## src/rtl/grf_writeback_pkg.sv

```systemverilog
// Shared pipeline encodings for the write-back stage and the load-extension logic.
package grf_writeback_pkg;

  typedef enum logic [1:0] {
    WDSEL_ALU  = 2'd0,
    WDSEL_MEM  = 2'd1,
    WDSEL_LINK = 2'd2,
    WDSEL_RSVD = 2'd3
  } wdsel_e;

  typedef enum logic [2:0] {
    LD_LW  = 3'd0,
    LD_LH  = 3'd1,
    LD_LHU = 3'd2,
    LD_LB  = 3'd3,
    LD_LBU = 3'd4
  } ld_type_e;

  localparam logic [31:0] RESET_PC_DEFAULT = 32'h0000_3000;

endpackage

```

## src/rtl/grf_writeback_load_ext.sv

```systemverilog
// Combinational load-data extractor: picks the addressed byte/halfword and extends it.
module grf_writeback_load_ext
  import grf_writeback_pkg::*;
(
  input  logic [31:0] i_rdata,
  input  logic [1:0]  i_addr_lo,
  input  logic [2:0]  i_ld_type,
  output logic [31:0] o_data
);

  logic [15:0] w_half;
  logic [7:0]  w_byte;

  always_comb begin
    w_half = i_addr_lo[1] ? i_rdata[31:16] : i_rdata[15:0];
    case (i_addr_lo)
      2'd0:    w_byte = i_rdata[7:0];
      2'd1:    w_byte = i_rdata[15:8];
      2'd2:    w_byte = i_rdata[23:16];
      default: w_byte = i_rdata[31:24];
    endcase
  end

  always_comb begin
    case (i_ld_type)
      LD_LH:   o_data = {{16{w_half[15]}}, w_half};
      LD_LHU:  o_data = {16'd0, w_half};
      LD_LB:   o_data = {{24{w_byte[7]}}, w_byte};
      LD_LBU:  o_data = {24'd0, w_byte};
      default: o_data = i_rdata;
    endcase
  end

endmodule

```

## src/rtl/grf_writeback.sv

```systemverilog
// W-stage pipeline register: latches the selected write-back value and drives the GRF
// write port once per retired instruction, even across stalls.
module grf_writeback
  import grf_writeback_pkg::*;
#(
  parameter logic [31:0] RESET_PC    = RESET_PC_DEFAULT,
  parameter logic [31:0] LINK_OFFSET = 32'd8
) (
  input  logic        clk,
  input  logic        reset,
  input  logic        i_w_stall,
  input  logic        i_w_flush,
  input  logic        i_m_valid,
  input  logic [31:0] i_m_pc,
  input  logic [4:0]  i_m_a3,
  input  logic [1:0]  i_m_wdsel,
  input  logic [31:0] i_m_alu_res,
  input  logic [31:0] i_m_dm_rdata,
  input  logic [1:0]  i_m_addr_lo,
  input  logic [2:0]  i_m_ld_type,
  output logic [4:0]  o_grf_a3,
  output logic [31:0] o_grf_wd,
  output logic [31:0] o_grf_pc,
  output logic [4:0]  o_w_fwd_a3,
  output logic [31:0] o_w_fwd_data,
  output logic [31:0] o_retired
);

  logic [31:0] w_ext_data;
  logic [31:0] w_wd_next;
  logic [4:0]  w_a3_next;

  logic        r_valid;
  logic [4:0]  r_a3;
  logic [31:0] r_data;
  logic [31:0] r_pc;
  logic        r_committed;
  logic [31:0] r_retired;

  grf_writeback_load_ext u_load_ext (
    .i_rdata   (i_m_dm_rdata),
    .i_addr_lo (i_m_addr_lo),
    .i_ld_type (i_m_ld_type),
    .o_data    (w_ext_data)
  );

  always_comb begin
    case (i_m_wdsel)
      WDSEL_MEM:  w_wd_next = w_ext_data;
      WDSEL_LINK: w_wd_next = i_m_pc + LINK_OFFSET;
      default:    w_wd_next = i_m_alu_res;
    endcase
    // Invalid slots and $0 targets latch a3=0 so they can never write.
    w_a3_next = i_m_valid ? i_m_a3 : 5'd0;
  end

  always_ff @(posedge clk) begin
    if (reset) begin
      r_valid     <= 1'b0;
      r_a3        <= 5'd0;
      r_data      <= 32'd0;
      r_pc        <= RESET_PC;
      r_committed <= 1'b0;
      r_retired   <= 32'd0;
    end else if (i_w_stall) begin
      // Once a held slot has been presented, suppress further writes from it.
      r_committed <= r_committed | (r_valid && (r_a3 != 5'd0));
    end else if (i_w_flush) begin
      r_valid     <= 1'b0;
      r_a3        <= 5'd0;
      r_data      <= 32'd0;
      r_pc        <= RESET_PC;
      r_committed <= 1'b0;
    end else begin
      r_valid     <= i_m_valid;
      r_a3        <= w_a3_next;
      r_data      <= w_wd_next;
      r_pc        <= i_m_pc;
      r_committed <= 1'b0;
      r_retired   <= r_retired + {31'd0, i_m_valid};
    end
  end

  assign o_grf_a3     = r_committed ? 5'd0 : r_a3;
  assign o_grf_wd     = r_data;
  assign o_grf_pc     = r_pc;
  assign o_w_fwd_a3   = r_a3;
  assign o_w_fwd_data = r_data;
  assign o_retired    = r_retired;

endmodule

```

## config.mk

```make
export PLATFORM = sky130hd
export DESIGN_NAME = grf_writeback
export DESIGN_NICKNAME = d
export VERILOG_FILES = /design/src/rtl/grf_writeback_pkg.sv /design/src/rtl/grf_writeback_load_ext.sv /design/src/rtl/grf_writeback.sv
export SDC_FILE = /design/constraint.sdc
export NUM_CORES = 1
export LEC_CHECK = 0
export CORE_ASPECT_RATIO = 2
export CORE_UTILIZATION = 30
export DETAILED_ROUTE_END_ITERATION = 6
export PLACE_DENSITY_LB_ADDON = 0.08
export SYNTH_ARGS = -nofsm -noshare
export SYNTH_HDL_FRONTEND = slang
export SYNTH_SLANG_ARGS = --single-unit
export TNS_END_PERCENT = 50
```

## constraint.sdc

```tcl
create_clock -name clk -period 2.2 [get_ports clk]
set_input_delay 0.55 -clock clk [delete_from_list [all_inputs] [get_ports clk]]
set_output_delay 0.55 -clock clk [all_outputs]
set_load 0.05 [all_outputs]
```

==> results of run 1 <==
[layer usage]
metal	share of wire	track usage	wire [um]	up-vias
met2	0.55	0.483	14100	262
met5	0	0	0	-
li1	-	-	-	3269
met1	0.34	0.236	8640	3258
met4	0.071	0.179	1800	0
met3	0.038	0.0280	976	74
[flip-flops by register name, indices dropped and copies added (netlist names)]
signal       cells
r_valid          1
o_grf_pc        32
o_w_fwd_a3       5
o_retired       32
r_committed      1
o_grf_wd        32
[metrics by stage]
| stage | setup slack [ps] | instance area, um2 | util | total power, uW | hold slack, ps |
|---|---|---|---|---|---|
| 4_1_cts | 0.906 | 9830 | 0.505 | 5070 | 468 |
| 5_1_grt | -5.88 | 9910 | 0.509 | 5230 | 491 |
| 3_5_place_dp | -587 | 9490 | 0.488 | 3460 | 449 |
| 3_3_place_gp | -551 | 9490 | 0.488 | 3450 | 445 |
| 2_1_floorplan | -19.9 | 6000 | - | 2720 | 443 |
| 6_report | 24.0 | 9910 | 0.509 | 5040 | 467 |
[cell type report]
cell class	instances	area, um2	area share
inverter	10	37.5	0.00379
tap	259	324	0.0327
sequential	103	2060	0.208
multi-input combinational	512	3520	0.356
clock inverter	6	61.3	0.00619
clock buffer	10	229	0.0231
timing repair buffer	402	3670	0.371
[power by group]
part / internal [uW] / total (uW) / switching [uW] / leakage (uW)
logic: 652 / 1470 / 815 / 0.00304
registers: 1920 / 1970 / 51.2 / 0.000836
clock network: 879 / 1600 / 722 / 0.000142
[cells in the mapped netlist (all sizes together) (12+ instances only)]
| master | instances |
|---|---|
| a21oi | 15 |
| a221oi | 13 |
| a22o | 29 |
| a32oi | 18 |
| buf | 48 |
| clkbuf | 39 |
| dfxtp | 103 |
| nand2 | 52 |
| nand3 | 31 |
| nand4 | 22 |
| nor2 | 53 |
| nor2b | 12 |
| nor4 | 14 |
| o211ai | 13 |
| o21ai | 58 |
| xnor2 | 12 |
| xor2 | 34 |
[timing repair]
action,CTS,global route
setup endpoints to repair,26,35
setup buffers,1,0
hold endpoints to repair,0,0
hold buffers,0,0
gates resized for setup,23,28
pin swaps,6,3
cloned,0,0
[logic make-up (layout without fill, tap and decap cells)]
| logic type | after synthesis | count (layout) | share of synthesized area |
|---|---|---|---|
| simple gates | 235 | 235 | 0.206 |
| flops | 103 | 103 | 0.344 |
| xor+xnor | 46 | 46 | 0.0672 |
| compound gates | 210 | 210 | 0.255 |
| fa+ha+maj | 6 | 6 | 0.0121 |
| mux | 15 | 15 | 0.0277 |
| buf+inv | 98 | 428 | 0.0886 |
[worst paths after layout]
path	cells past startpoint	startpoint	to
max	7	i_m_ld_type[2]	o_grf_wd[23]$_SDFFE_PP0N_
min	2	o_grf_pc[14]$_SDFFE_PP0N_	o_grf_pc[14]$_SDFFE_PP0N_
max reg2reg	8	o_retired[0]$_SDFFE_PP0P_	o_retired[26]$_SDFFE_PP0P_
min reg2reg	2	o_grf_pc[14]$_SDFFE_PP0N_	o_grf_pc[14]$_SDFFE_PP0N_
[tightest hold or removal path, delay by kind of cell, from the launching register on]
family / cells / cell delay [ps]
AOI/OAI and AO/OA: 1 / 60
DFF: 1 / 330
and+or+nand+nor: 1 / 50
==> impl_metrics.csv, run 1 <==
group,metric,value,unit
outcome,status,"completed",
power,power.density,509,nW/um2
critical_path,crit_slowest_cell,"clkdlybuf4s50_1",
global_route,grt_pass1_wl,39.1,mm
synthesis,yosysTopAreaCell,"dfxtp_1",
synthesis,syn_inst,713,
drt,postRouteAntennaNets,0,
timing,fin_crit_sh,0.989,
placement,dpl.cell_count,1285,
clock_network,clockBufferDepth,2,
global_route,antenna_found_initial,0,
synthesis,synth_area_leaders,"dfxtp_1 (34%), xor2_1 (5.0%), o21ai_0 (4.8%)",
global_route,grtUsageTotal,0.252,
timing,finalSetupViolCount,0,
critical_path,cp_cell_sequence,"clkdlybuf4s50_1 -> or3_1 -> and2_4 -> buf_4 -> or2_2 -> a221oi_2 -> a21oi_1",
synthesis,synth_ff_type,"dfxtp_1",
placement,place_congestion,0.921,
floorplanning,die_h,202,um
clock_network,path_clk_slew,70,ps
floorplanning,start_util,0.308,
finish,layout_commonest_cell,"clkdlybuf4s50_1",
synthesis,ys_seq_area_frac,0.344,
finish,areaGrowthSynthToFinish,65.2,%
global_route,grt_max_degree,36,
timing,hold_viol_final,0,
drt,drt-initial-drc-count,212,
floorplanning,rows,72,
timing,rsz0062_at_grt,"yes",
drt,remaining_drc_errors,0,
clock_network,cts_root_buffer,"clkbuf_16",
synthesis,yosysTopAreaCellShare,0.344,
clock_network,cts_tree,"built",
timing,timing.setup.tns,0,ps
timing,fmax,460,MHz
drt,wl,25.5,mm
floorplanning,die_area,20600,um2
placement,io_buffers,250,
clock_network,cts_made_buffers,9,
synthesis,synth_nets,831,
floorplanning,die_x,102,um
placement,dp_hpwl,21.0,mm
floorplanning,core,19500,um2
clock_network,cts_sinks,103,
drt,vias,6863,
clock_network,clkLatencyLatePin,350,ps
synthesis,synth-seq-cells,103,
synthesis,synth_area,6000,um2
timing,slew_headroom,0.635,
finish,nFillCells,1940,
power,ir_drop,0.354,mV
critical_path,crit_buf_inv,2,
critical_path,slowest_delay,410,ps
finish,diodes,0,
critical_path,arrival,2410,ps
drt,wire_per_inst,19.6,um
timing,slew_violations,0,
finish,fin_cells,1302,
critical_path,cp.required,2440,ps
synthesis,synthArstFlopShare,0,
run,drv_cap,0,
drt,dr.pass1.iters,4,
timing,skew,5.63,ps
finish,final_cell_mix,"clkdlybuf4s50_1 (195), buf_4 (172), dfxtp_1 (103)",
finish,nets,1156,
timing,worst_pin_slew,545,ps
finish,layout-drive-gt1-share,0.228,
global_route,grt_pass1_vias,7186,
synthesis,synth_cell_types,75,
critical_path,cp_top_family,"simple AND/OR/NAND/NOR gates",
drt,detail_route.vias_per_cell,5.27,
synthesis,yosys_warnings,0,
global_route,grt_remaining_overflow,0,
power,p_leak,0.00402,uW
critical_path,ff2ff_setup_slack,410,ps
critical_path,cp_max_fo,12,
critical_path,crit_path_end_kind,"flip-flop",
critical_path,crit_path_start_kind,"primary input",
synthesis,syn_area_per_cell,8.41,um2
floorplanning,io_pins,251,
synthesis,synth_edf_count,0,
timing,fin_crit,2180,ps
hold_path,worst_hold_path_type,"flip-flop to flip-flop",
clock_network,cts_max_level,3,
critical_path,criticalPathCategory,"primary input to flip-flop",
Note: power is estimated with default switching activity, not from simulation.
==> inputs of run 2 (changes only) <==
==> constraint.sdc (replaced) <==
create_clock -name clk -period 2.6 [get_ports clk]
set_input_delay 0.65 -clock clk [delete_from_list [all_inputs] [get_ports clk]]
set_output_delay 0.65 -clock clk [all_outputs]
set_load 0.05 [all_outputs]
==> impl_metrics.csv, run 2 (synthesis gave the netlist of run 1 again) <==
group,metric,value,unit
hold_path,hold_path_end,"o_grf_pc[27]$_SDFFE_PP0N_",
critical_path,cp.required,2830,ps
global_route,antenna_found_initial,1,
critical_path,r2r_cells,8,
critical_path,crit_path_start_kind,"primary input",
timing,fin_crit_sh,0.968,
finish,final_area,9600,um2
finish,layout_commonest_cell,"clkdlybuf4s50_1",
timing,fin_crit,2520,ps
finish,areaGrowthSynthToFinish,60.1,%
drt,detail_route.vias_per_cell,5.26,
power,power.density,458,nW/um2
clock_network,cts_sinks,103,
floorplanning,core,19500,um2
clock_network,clockBufferDepth,2,
drt,dr.pass1.iters,5,
critical_path,r2r-end,"o_retired[26]$_SDFFE_PP0P_",
timing,finalSetupViolCount,0,
drt,vias,6627,
critical_path,crit_path_end_kind,"flip-flop",
global_route,grt_max_degree,52,
run,drv_cap,0,
critical_path,arrival,2750,ps
clock_network,path_clk_slew,70,ps
clock_network,cts_resized,2,
global_route,grtUsageTotal,0.248,
timing,slew_headroom,0.611,
critical_path,cp_max_fo,7,
clock_network,clkLatencyLatePin,350,ps
power,p_leak,0.00352,uW
clock_network,cts_root_buffer,"clkbuf_16",
critical_path,ff2ff_setup_slack,780,ps
drt,remaining_drc_errors,0,
floorplanning,rows,72,
placement,io_buffers,250,
clock_network,post_cts_buffers,0,
timing,hold_viol_final,0,
clock_network,cts_made_buffers,9,
floorplanning,io_pins,251,
timing,hold_ws,477,ps
drt,wl,25.4,mm
placement,place_congestion,0.868,
power,ir_drop,0.288,mV
timing,worst_pin_slew,581,ps
floorplanning,die_area,20600,um2
timing,skew,4.79,ps
critical_path,r2r-start,"o_retired[0]$_SDFFE_PP0P_",
finish,final_cell_mix,"clkdlybuf4s50_1 (250), dfxtp_1 (103), buf_4 (103)",
global_route,grt_pass1_wl,38.0,mm
critical_path,crit_slowest_cell,"clkdlybuf4s50_1",
timing,timing.setup.tns,0,ps
drt,postRouteAntennaNets,0,
critical_path,cp_cell_sequence,"clkdlybuf4s50_1 -> nand4_1 -> or3_4 -> o31a_2 -> o21ai_1 -> buf_4 -> a32oi_1",
floorplanning,die_x,102,um
hold_path,worst_hold_path_type,"flip-flop to flip-flop",
finish,layout-drive-gt1-share,0.154,
placement,dp_hpwl,20.7,mm
clock_network,cts_max_level,3,
global_route,grt_remaining_overflow,0,
clock_network,holdBufCountCts,0,
hold_path,min_from,"o_grf_pc[27]$_SDFFE_PP0N_",
critical_path,slowest_delay,560,ps
floorplanning,start_util,0.308,
global_route,grt_pass1_vias,6810,
floorplanning,die_h,202,um
timing,rsz0062_at_grt,"no",
timing,fmax,397,MHz
drt,drt-initial-drc-count,270,
clock_network,cts_tree,"built",
timing,slew_violations,0,
drt,wire_per_inst,20.1,um
placement,postPlaceCellArea,9260,um2
hold_path,hold_depth,1,
finish,post-route-util,0.494,
finish,nets,1114,
critical_path,criticalPathCategory,"primary input to flip-flop",
outcome,status,"completed",
run 2: changes by cell type in the layout (fill, tap and decap cells not counted), sizes merged, moves of 2 or more:
cell / delta
clkdlybuf4s50: +55
buf: -69
clkinv: -2
dlymetal6s2s: -14
dlygate4sd2: -14
run 2: final cells by class:
type	count	area (um2)
repair buffers	360	3420
inverters	10	37.5
diodes	1	2.50
multi-input cells	512	3430
well taps	259	324
clock buffers	11	253
clock inverters	5	78.8
flip-flops and latches	103	2060
fillers	1927	9860
run 2: worst max-delay path, delay by kind of cell:
family                 cells  cell delay, ps
buffers and inverters      2             730
AO/OA/AOI/OAI              3             740
AND/OR/NAND/NOR            2             630
run 2: stage by stage:
step	std cells	power (uW)	worst slack, ps
after floorplan	713	2300	271
after global placement	1244	2890	-398
after detailed placement	1244	2890	-458
after CTS	1260	4440	48.1
after global routing	1261	4560	8.02
final	1261	4390	83.2
run 2: where the power goes:
part           internal, uW  leakage (uW)  switching, uW
Sequential             1630      0.000836           42.8
Combinational           522       0.00252            671
Clock                   898      0.000166            637
run 2: worst max-delay path by stage:
| stage | to | from | slack [ps] |
|---|---|---|---|
| floorplan | o_grf_wd[31]$_SDFFE_PP0N_ | i_m_pc[3] | 270 |
| global route | o_grf_wd[29]$_SDFFE_PP0N_ | i_m_pc[4] | 8 |
| global placement | o_grf_wd[24]$_SDFFE_PP0N_ | i_m_pc[4] | -400 |
| finish | o_grf_wd[22]$_SDFFE_PP0N_ | i_m_pc[4] | 80 |
| detailed placement | o_grf_wd[22]$_SDFFE_PP0N_ | i_m_pc[4] | -460 |
| CTS | o_grf_wd[31]$_SDFFE_PP0N_ | i_m_pc[4] | 50 |
run 2: layer usage:
metal  GRT usage  part of all wire
met5           0                 0
met2       0.482              0.57
met3      0.0328             0.043
met4       0.138             0.053
met1       0.240              0.33
